--- config.mk ---
export PLATFORM = sky130hd
export DESIGN_NAME = uart_rx_flat
export DESIGN_NICKNAME = d
export VERILOG_FILES = /design/src/rtl/uart_pkg.sv /design/src/rtl/uart_rx_if.sv /design/src/rtl/uart_sync2.sv /design/src/rtl/uart_rx.sv /design/src/flat_wrapper.sv
export SDC_FILE = /design/constraint.sdc
export NUM_CORES = 1
export LEC_CHECK = 0
export CAP_MARGIN = 40
export CORE_MARGIN = 2
export CORE_UTILIZATION = 59
export DETAILED_ROUTE_END_ITERATION = 7
export PLACE_DENSITY_LB_ADDON = 0.25
export SLEW_MARGIN = 20
export SYNTH_ARGS = -nofsm -noshare
export SYNTH_HDL_FRONTEND = slang
export SYNTH_SLANG_ARGS = --single-unit
--- constraint.sdc ---
create_clock -name clk -period 2.8 [get_ports clk]
set_clock_uncertainty 0.1 [all_clocks]
set_input_delay 0.84 -clock clk [delete_from_list [all_inputs] [get_ports clk]]
set_output_delay 0.84 -clock clk [all_outputs]
set_load 0.01 [all_outputs]
--- src/rtl/uart_pkg.sv ---
// rtl/uart_pkg.sv - shared UART types and frame constants (receiver now, transmitter later)
package uart_pkg;

  typedef enum logic [1:0] {IDLE, START, DATA, STOP} rx_state_e;

  localparam int FRAME_BITS = 8;
  localparam int STOP_BITS  = 1;

  function automatic logic maj3(input logic a, input logic b, input logic c);
    return (a & b) | (a & c) | (b & c);
  endfunction

endpackage

--- src/rtl/uart_rx_if.sv ---
// rtl/uart_rx_if.sv - received-byte interface: byte, strobes and busy flag
interface uart_rx_if;
  logic [7:0] rdata;
  logic       rx_ready;
  logic       ferr;
  logic       rx_busy;

  modport master (output rdata, rx_ready, ferr, rx_busy);
  modport slave  (input  rdata, rx_ready, ferr, rx_busy);
endinterface

--- src/rtl/uart_sync2.sv ---
// rtl/uart_sync2.sv - 2-flop synchronizer with configurable reset value
module uart_sync2 #(
  parameter logic RESET_VAL = 1'b1
) (
  input  logic clk,
  input  logic reset_n,
  input  logic d,
  output logic q
);

  logic s1_q, s1_d;
  logic s2_q, s2_d;

  always_comb begin
    s1_d = d;
    s2_d = s1_q;
  end

  always_ff @(posedge clk) begin
    if (!reset_n) begin
      s1_q <= RESET_VAL;
      s2_q <= RESET_VAL;
    end else begin
      s1_q <= s1_d;
      s2_q <= s2_d;
    end
  end

  assign q = s2_q;

endmodule

--- src/rtl/uart_rx.sv ---
// rtl/uart_rx.sv - 8N1 UART receiver; UART_RX_MAJORITY_EN selects 2-of-3 sampling per bit
module uart_rx
  import uart_pkg::*;
#(
  parameter int CLK_PER_HALF_BIT = 5208
) (
  input  logic      clk,
  input  logic      reset_n,
  input  logic      rxd,
  uart_rx_if.master rx_if
);

  logic rxd_s;
  logic sample;

  uart_sync2 #(.RESET_VAL(1'b1)) u_sync (
    .clk     (clk),
    .reset_n (reset_n),
    .d       (rxd),
    .q       (rxd_s)
  );

`ifdef UART_RX_MAJORITY_EN
  // Decision lands one cycle after the nominal point so the sample after it is available.
  localparam int SAMPLE_OFS = 1;
  logic [1:0] hist_q, hist_d;

  always_comb hist_d = {hist_q[0], rxd_s};

  always_ff @(posedge clk) begin
    if (!reset_n) hist_q <= 2'b11;
    else          hist_q <= hist_d;
  end

  assign sample = maj3(hist_q[1], hist_q[0], rxd_s);
`else
  localparam int SAMPLE_OFS = 0;
  assign sample = rxd_s;
`endif

  localparam logic [31:0] HALF_T = 32'(CLK_PER_HALF_BIT - 1 + SAMPLE_OFS);
  localparam logic [31:0] FULL_T = 32'(2 * CLK_PER_HALF_BIT - 1 + SAMPLE_OFS);

  rx_state_e   state_q, state_d;
  logic [31:0] cnt_q, cnt_d;
  logic [2:0]  bit_idx_q, bit_idx_d;
  logic [7:0]  shift_q, shift_d;
  logic [7:0]  rdata_q, rdata_d;
  logic        rx_ready_q, rx_ready_d;
  logic        ferr_q, ferr_d;
  logic        prev_q, prev_d;

  always_comb begin
    state_d    = state_q;
    cnt_d      = cnt_q + 32'd1;
    bit_idx_d  = bit_idx_q;
    shift_d    = shift_q;
    rdata_d    = rdata_q;
    rx_ready_d = 1'b0;
    ferr_d     = 1'b0;
    prev_d     = rxd_s;
    case (state_q)
      IDLE: begin
        if (!rxd_s && prev_q) begin
          state_d = START;
          cnt_d   = '0;
        end
      end
      START: begin
        if (cnt_q == HALF_T) begin
          cnt_d     = '0;
          bit_idx_d = '0;
          state_d   = sample ? IDLE : DATA;
        end
      end
      DATA: begin
        if (cnt_q == FULL_T) begin
          cnt_d     = '0;
          shift_d   = {sample, shift_q[7:1]};
          bit_idx_d = bit_idx_q + 3'd1;
          if (bit_idx_q == 3'(FRAME_BITS - 1)) state_d = STOP;
        end
      end
      STOP: begin
        // Leaving at mid stop bit keeps half a bit to catch a back-to-back start edge.
        if (cnt_q == FULL_T) begin
          cnt_d   = '0;
          state_d = IDLE;
          if (sample) begin
            rdata_d    = shift_q;
            rx_ready_d = 1'b1;
          end else begin
            ferr_d = 1'b1;
          end
        end
      end
      default: begin
        state_d = IDLE;
        cnt_d   = '0;
      end
    endcase
  end

  always_ff @(posedge clk) begin
    if (!reset_n) begin
      state_q    <= IDLE;
      cnt_q      <= '0;
      bit_idx_q  <= '0;
      shift_q    <= '0;
      rdata_q    <= '0;
      rx_ready_q <= 1'b0;
      ferr_q     <= 1'b0;
      prev_q     <= 1'b1;
    end else begin
      state_q    <= state_d;
      cnt_q      <= cnt_d;
      bit_idx_q  <= bit_idx_d;
      shift_q    <= shift_d;
      rdata_q    <= rdata_d;
      rx_ready_q <= rx_ready_d;
      ferr_q     <= ferr_d;
      prev_q     <= prev_d;
    end
  end

  assign rx_if.rdata    = rdata_q;
  assign rx_if.rx_ready = rx_ready_q;
  assign rx_if.ferr     = ferr_q;
  assign rx_if.rx_busy  = (state_q != IDLE);

endmodule
--- src/flat_wrapper.sv ---
// flat-port wrapper written by rule: the top's interface ports become plain ports
module uart_rx_flat import uart_pkg::*;
#(
  parameter int CLK_PER_HALF_BIT = 5208
)
  (clk, reset_n, rxd, rx_if_rdata, rx_if_rx_ready, rx_if_ferr, rx_if_rx_busy);
  uart_rx_if rx_if_i ();
  input  logic clk;
  input  logic reset_n;
  input  logic rxd;
  output wire logic [$bits(rx_if_i.rdata)-1:0] rx_if_rdata;
  output wire logic [$bits(rx_if_i.rx_ready)-1:0] rx_if_rx_ready;
  output wire logic [$bits(rx_if_i.ferr)-1:0] rx_if_ferr;
  output wire logic [$bits(rx_if_i.rx_busy)-1:0] rx_if_rx_busy;
  assign rx_if_rdata = rx_if_i.rdata;
  assign rx_if_rx_ready = rx_if_i.rx_ready;
  assign rx_if_ferr = rx_if_i.ferr;
  assign rx_if_rx_busy = rx_if_i.rx_busy;
  uart_rx #(.CLK_PER_HALF_BIT(CLK_PER_HALF_BIT)) u_core (.clk(clk), .reset_n(reset_n), .rxd(rxd), .rx_if(rx_if_i));
endmodule
==> Word-level counts from Yosys, hierarchy flattened <==
Index checks and enable logic that the tools add are counted.
{ "word_totals": {"input_bits": 3, "word_cells": 50, "out_inout_bits": 11, "ff_bits": 58} }
{ "classes": {"mux": 16, "n_addsub": 2, "eq_ne": 11, "reduce_logical": 11} }
{ "op_table": {"columns": ["cell", "n"], "rows": [
  ["32-bit 2-to-1 mux", 3],
  ["32-bit case mux with 3 select lines", 1],
  ["32-bit by 1-bit adder with 32-bit output, second input constant", 1],
  ["32-bit by 13-bit equality test with 1-bit output, second input constant", 1],
  ["32-bit by 14-bit equality test with 1-bit output, second input constant", 1],
  ["2-bit 2-to-1 mux", 6],
  ["2-bit by 1-bit inequality test with 1-bit output, second input constant", 5],
  ["3-bit AND reduction", 3],
  ["2-bit case mux with 4 select lines", 1],
  ["3-bit 2-to-1 mux", 2],
  ["3-bit case mux with 2 select lines", 1],
  ["5-bit AND reduction", 1],
  ["2-bit equality test, second input constant", 2],
  ["2-bit nonzero test", 2],
  ["3-bit by 1-bit adder with 3-bit output, second input constant", 1],
  ["3-bit equality test, second input constant", 1],
  ["2-bit by 1-bit equality test with 1-bit output, second input constant", 1],
  ["2-bit logical NOT", 1],
  ["1-bit 2-to-1 mux", 2],
  ["2-bit AND reduction", 1],
  ["2-bit OR reduction", 1],
  ["1-bit logical AND", 1],
  ["1-bit logical NOT", 1]
]} }

==> Depth between registers and ports, before layout <==
{ "logic_depth": {"ltp_word": 4, "depth_mapped": 8} }

==> Hierarchy <==
A second synthesis with hierarchy kept.
{ "unflattened": {"cells_unflattened": 286, "hier_area_um2": 2682.6} }
{ "by_module_without_submodules": {"columns": ["module", "area_each_um2", "seq_area_each_um2", "cells_each", "instances"], "rows": [
  ["uart_rx", 2630.0, 1121.1, 282, 1],
  ["uart_sync2", 52.6, 40.0, 4, 1]
]} }

==> Worst setup path before layout <==
OpenSTA, ideal clock, no wires.
{ "synth_timing": {"path_type": "register to register", "startpoint": "reg u_core.cnt_q[11]", "endpoint": "reg u_core.cnt_q[31]", "stages_incl_launch_ff": 8, "arrival_ns": 1.981, "path_slack_ns": 0.649, "cell_sequence": "dfxtp_1 -> nand3_2 -> or3_1 -> clkbuf_2 -> or4_1 -> buf_2 -> or3_1 -> a21oi_1"} }
{ "synth_via": {"elab_chain_len": 3, "word_cells_on_any_way": 7} }
{ "synth_lines": {"columns": ["item", "line_no", "source"], "rows": [
  ["start: declaration", "uart_rx.sv:45", "logic [31:0] cnt_q, cnt_d;"],
  ["start signal: assignment", "uart_rx.sv:116", "cnt_q <= cnt_d;"],
  ["32-bit by 1-bit adder with 32-bit output (tied with other cells)", "uart_rx.sv:55", "cnt_d = cnt_q + 32'd1;"],
  ["32-bit 2-to-1 mux, on equally long branches", null, null],
  ["32-bit case mux with 3 select lines (*)", "uart_rx.sv:62", "case (state_q)"]
]} }
Every way passes the cells marked *; elsewhere a longest branch is shown, timed or not.
A chain may end at the register's enable or synchronous reset.

==> Worst setup path after layout <==
{ "layout_timing": {"startpoint": "reg u_core.state_q[0]", "endpoint": "out rx_if_rx_busy"} }
{ "layout_via": {"elab_chain_len": 1} }
{ "layout_lines": {"columns": ["item", "line_no", "source"], "rows": [
  ["start: declaration", "uart_rx.sv:44", "rx_state_e state_q, state_d;"],
  ["start signal: assignment", "uart_rx.sv:115", "state_q <= state_d;"],
  ["2-bit nonzero test", "uart_rx.sv:129", "assign rx_if.rx_busy = (state_q != IDLE);"],
  ["end: declaration", "flat_wrapper.sv:14", "output wire logic [$bits(rx_if_i.rx_busy)-1:0] rx_if_rx_busy;"]
]} }
Every way passes these cells.

==> flow_summary.ini <==
[synth]
synth_area_leaders = dfxtp_1, mux2i_1, xnor2_1
yosysWarnings = 0
synth_async_sr_flop_share_pct = 0
ys_ff_latch = 58
synthFlopType = dfxtp_1
synthDominantCellAreaShare_pct = 44.4
ys_types = 34
avgSynthCellArea_um2 = 9.12
synth.largest_area_cell = dfxtp_1
synth_nets = 298
synthCells = 287
syn_area_mm2 = 0.00262
synth_edf_count = 0
yosysSeqAreaShare_pct = 44.4

[final_layout]
final_area_mm2 = 0.00300
finalNetCount = 314
num_antenna_cells = 0
final_cells = 360
register_area_mm2 = 0.00116
n_fill_cell = 376
drive_above_1_share_pct = 8.12
multi_input_comb_area_mm2 = 0.00135
areaGrowthSynthToFinish_pct = 14.7

[route]
antenna_left = 0
wl_met1_um = 2240
dr_wl_met3_um = 177
wl_um = 4840
viasPerCell = 5.59
num_vias = 2012
post-route-drc-count = 0
routedWlPerCell_um = 13.4
firstDrtPassIters = 4
route.met2.wl_um = 2300
drt-initial-drc-count = 94
routed.top_layer = met4

[placement]
placed_area_mm2 = 0.00281
hpwlAfterDp_um = 3390
place_inst = 344
port_buffers = 13
place_congestion = 0.812

[critical_path]
cp.required_ps = 1860
max_stage_delay_ps = 530
critPathKind = flip-flop to output port
endpoint_kind = output port
critical_path.n_buffers_inverters = 3
critPathMaxFanout = 5
crit_path_frequent_cell = inv_1
critPathTopFamily = buffers and inverters
crit_path_cell_trace = inv_1 -> ha_1 -> inv_1 -> clkdlybuf4s50_1
start_kind = flip-flop
critPathArrivalTime_ps = 1690
critical_path.slowest_cell = clkdlybuf4s50_1

[pwr]
ir_drop_uv = 404
combPwrFrac_pct = 10.8
p_leak_nw = 1.17
swShare_pct = 25.8
power_mw = 1.77
pwr-share-seq_pct = 48.5
intPower_mw = 1.32
p_sw_uw = 458
power_density_mw_per_mm2 = 591
pwr-share-clk_pct = 40.7

[cts]
cts-buffers-inserted = 9
cts_tree = yes
cts.path.max_buffers = 2
postCtsHoldBufs = 0
cts_root_buffer = clkbuf_8
cts_setup_buffers = 0
cts.clk_slew.worst_paths_ps = 70
htree_levels = 3
clkLatencyLatePin_ps = 340
cts.sinks = 58
ctsResizeCount = 0

[sta]
rsz0062_at_grt = no
setup_viol = 0
whs_ps = 316
setup_tns_ps = 0
slew_headroom_pct = 58.0
fmax_mhz = 380
finalHoldViolCount = 0
period_minus_slack_ps = 2630
drv_slew = 0
worst_pin_slew_ps = 624
min_period_over_period_pct = 93.9

[global_routing]
grt_overflow = 0
grt_pass1_wl_um = 8680
grt_pass1_vias = 1948
antenna_found_initial = 0
grt.total_usage_pct = 22.1
grt_max_degree = 33

[die]
start_util_pct = 60.5
placementRows = 24
die_y_um = 70.6
coreArea_mm2 = 0.00432
num_io_pins = 14
dieArea_mm2 = 0.00498
die_w_um = 70.6

[min_path]
hold_path_class = flip-flop to flip-flop

[run]
maxCapViolations = 0

[run_status]
status = completed
## power by group through the flow
stage	Clock, mW	Sequential, mW	Combinational [mW]
after global routing	0.772	0.862	0.209
final	0.722	0.861	0.191
after detailed placement	0	0.878	0.193
after global placement	0	0.876	0.183
after CTS	0.737	0.860	0.192
after floorplan	0	0.874	0.130
## metal layers
layer | up-vias | track usage (%)
li1 | 1017 | -
met1 | 947 | 28.4
met2 | 32 | 34.2
met3 | 16 | 6.27
met4 | 0 | 11.3
met5 | - | 0
## final timing paths
path / start / to / slack [ps] / depth (start not counted)
setup / recovery: u_core.state_q[0] / rx_if_rx_busy / 170 / 4
hold reg to reg: u_core.u_sync.s1_q / u_core.u_sync.q / 320 / 1
hold / removal: u_core.u_sync.s1_q / u_core.u_sync.q / 320 / 1
setup reg to reg: u_core.cnt_q[26] / u_core.cnt_q[25] / 440 / 6
## kinds of logic (layout without fill, tap and decap cells)
group                    Yosys count  count (layout)  share of synthesized area [%]
AND/OR/NAND/NOR                  133             133                           27.3
flip-flops                        58              58                           44.4
adder cells (fa/ha/maj)            8               8                           3.83
AO/OA/AOI/OAI                     13              13                           3.44
XOR/XNOR                          27              27                           9.04
multiplexers                      21              21                           8.03
buffers and inverters             27              48                           3.97
## metrics by stage
| step | setup slack (ps) | utilization (%) |
|---|---|---|
| 2_1_floorplan | 649 | - |
| 3_3_place_gp | 468 | 65.0 |
| 3_5_place_dp | 408 | 65.0 |
| 4_1_cts | 171 | 69.4 |
| 5_1_grt | 123 | 69.4 |
| 6_report | 170 | 69.4 |
## cell usage in the layout (no fill, tap or decap), types with 2 or more instances in the layout
cell             instances
and4_1                   6
nor2b_1                 17
o21ai_0                  5
inv_1                   14
nand2_1                 17
and3_1                   6
clkdlybuf4s50_1         13
a21oi_1                  3
or3_1                    4
nor4_1                   9
xor2_1                   4
clkinv_2                 2
buf_4                    4
and2_1                   2
clkinvlp_4               2
nand2b_1                 3
ha_1                     8
nor3_1                  10
clkbuf_8                12
dfxtp_1                 58
nor2_1                  34
xnor2_1                 23
nand3b_1                 2
nand3_1                 10
nand4_1                  8
mux2i_1                 21
## registers in the layout (all words and copies together), names as in the netlist, named ones only
| name | cells |
|---|---|
| u_core.cnt_q | 32 |
| u_core.rx_if.rdata | 8 |
| u_core.shift_q | 8 |
| u_core.bit_idx_q | 3 |
| u_core.prev_q | 1 |
| u_core.rx_if.ferr | 1 |
| u_core.rx_if.rx_ready | 1 |
| u_core.state_q | 1 |
| u_core.u_sync.q | 1 |
| u_core.u_sync.s1_q | 1 |
## cells in the mapped netlist (6+ instances only)
| cell | instances |
|---|---|
| dfxtp_1 | 58 |
| nor2_1 | 34 |
| xnor2_1 | 23 |
| mux2i_1 | 21 |
| nand2_1 | 17 |
| nor2b_1 | 17 |
| inv_1 | 14 |
| clkbuf_1 | 11 |
| nand3_1 | 10 |
| nor3_1 | 10 |
| nor4_1 | 9 |
| ha_1 | 8 |
| nand4_1 | 8 |
| and3_1 | 6 |
| and4_1 | 6 |
## layout make-up
cell class              instances  area share [%]
well taps                      52            2.17
clock buffers                  12            5.50
multi-input cells             202            45.0
repair buffers                 18            6.01
flip-flops and latches         58            38.7
clock inverters                 4           0.834
inverters                      14            1.75
No activity file was read; power rests on OpenSTA's default activity.
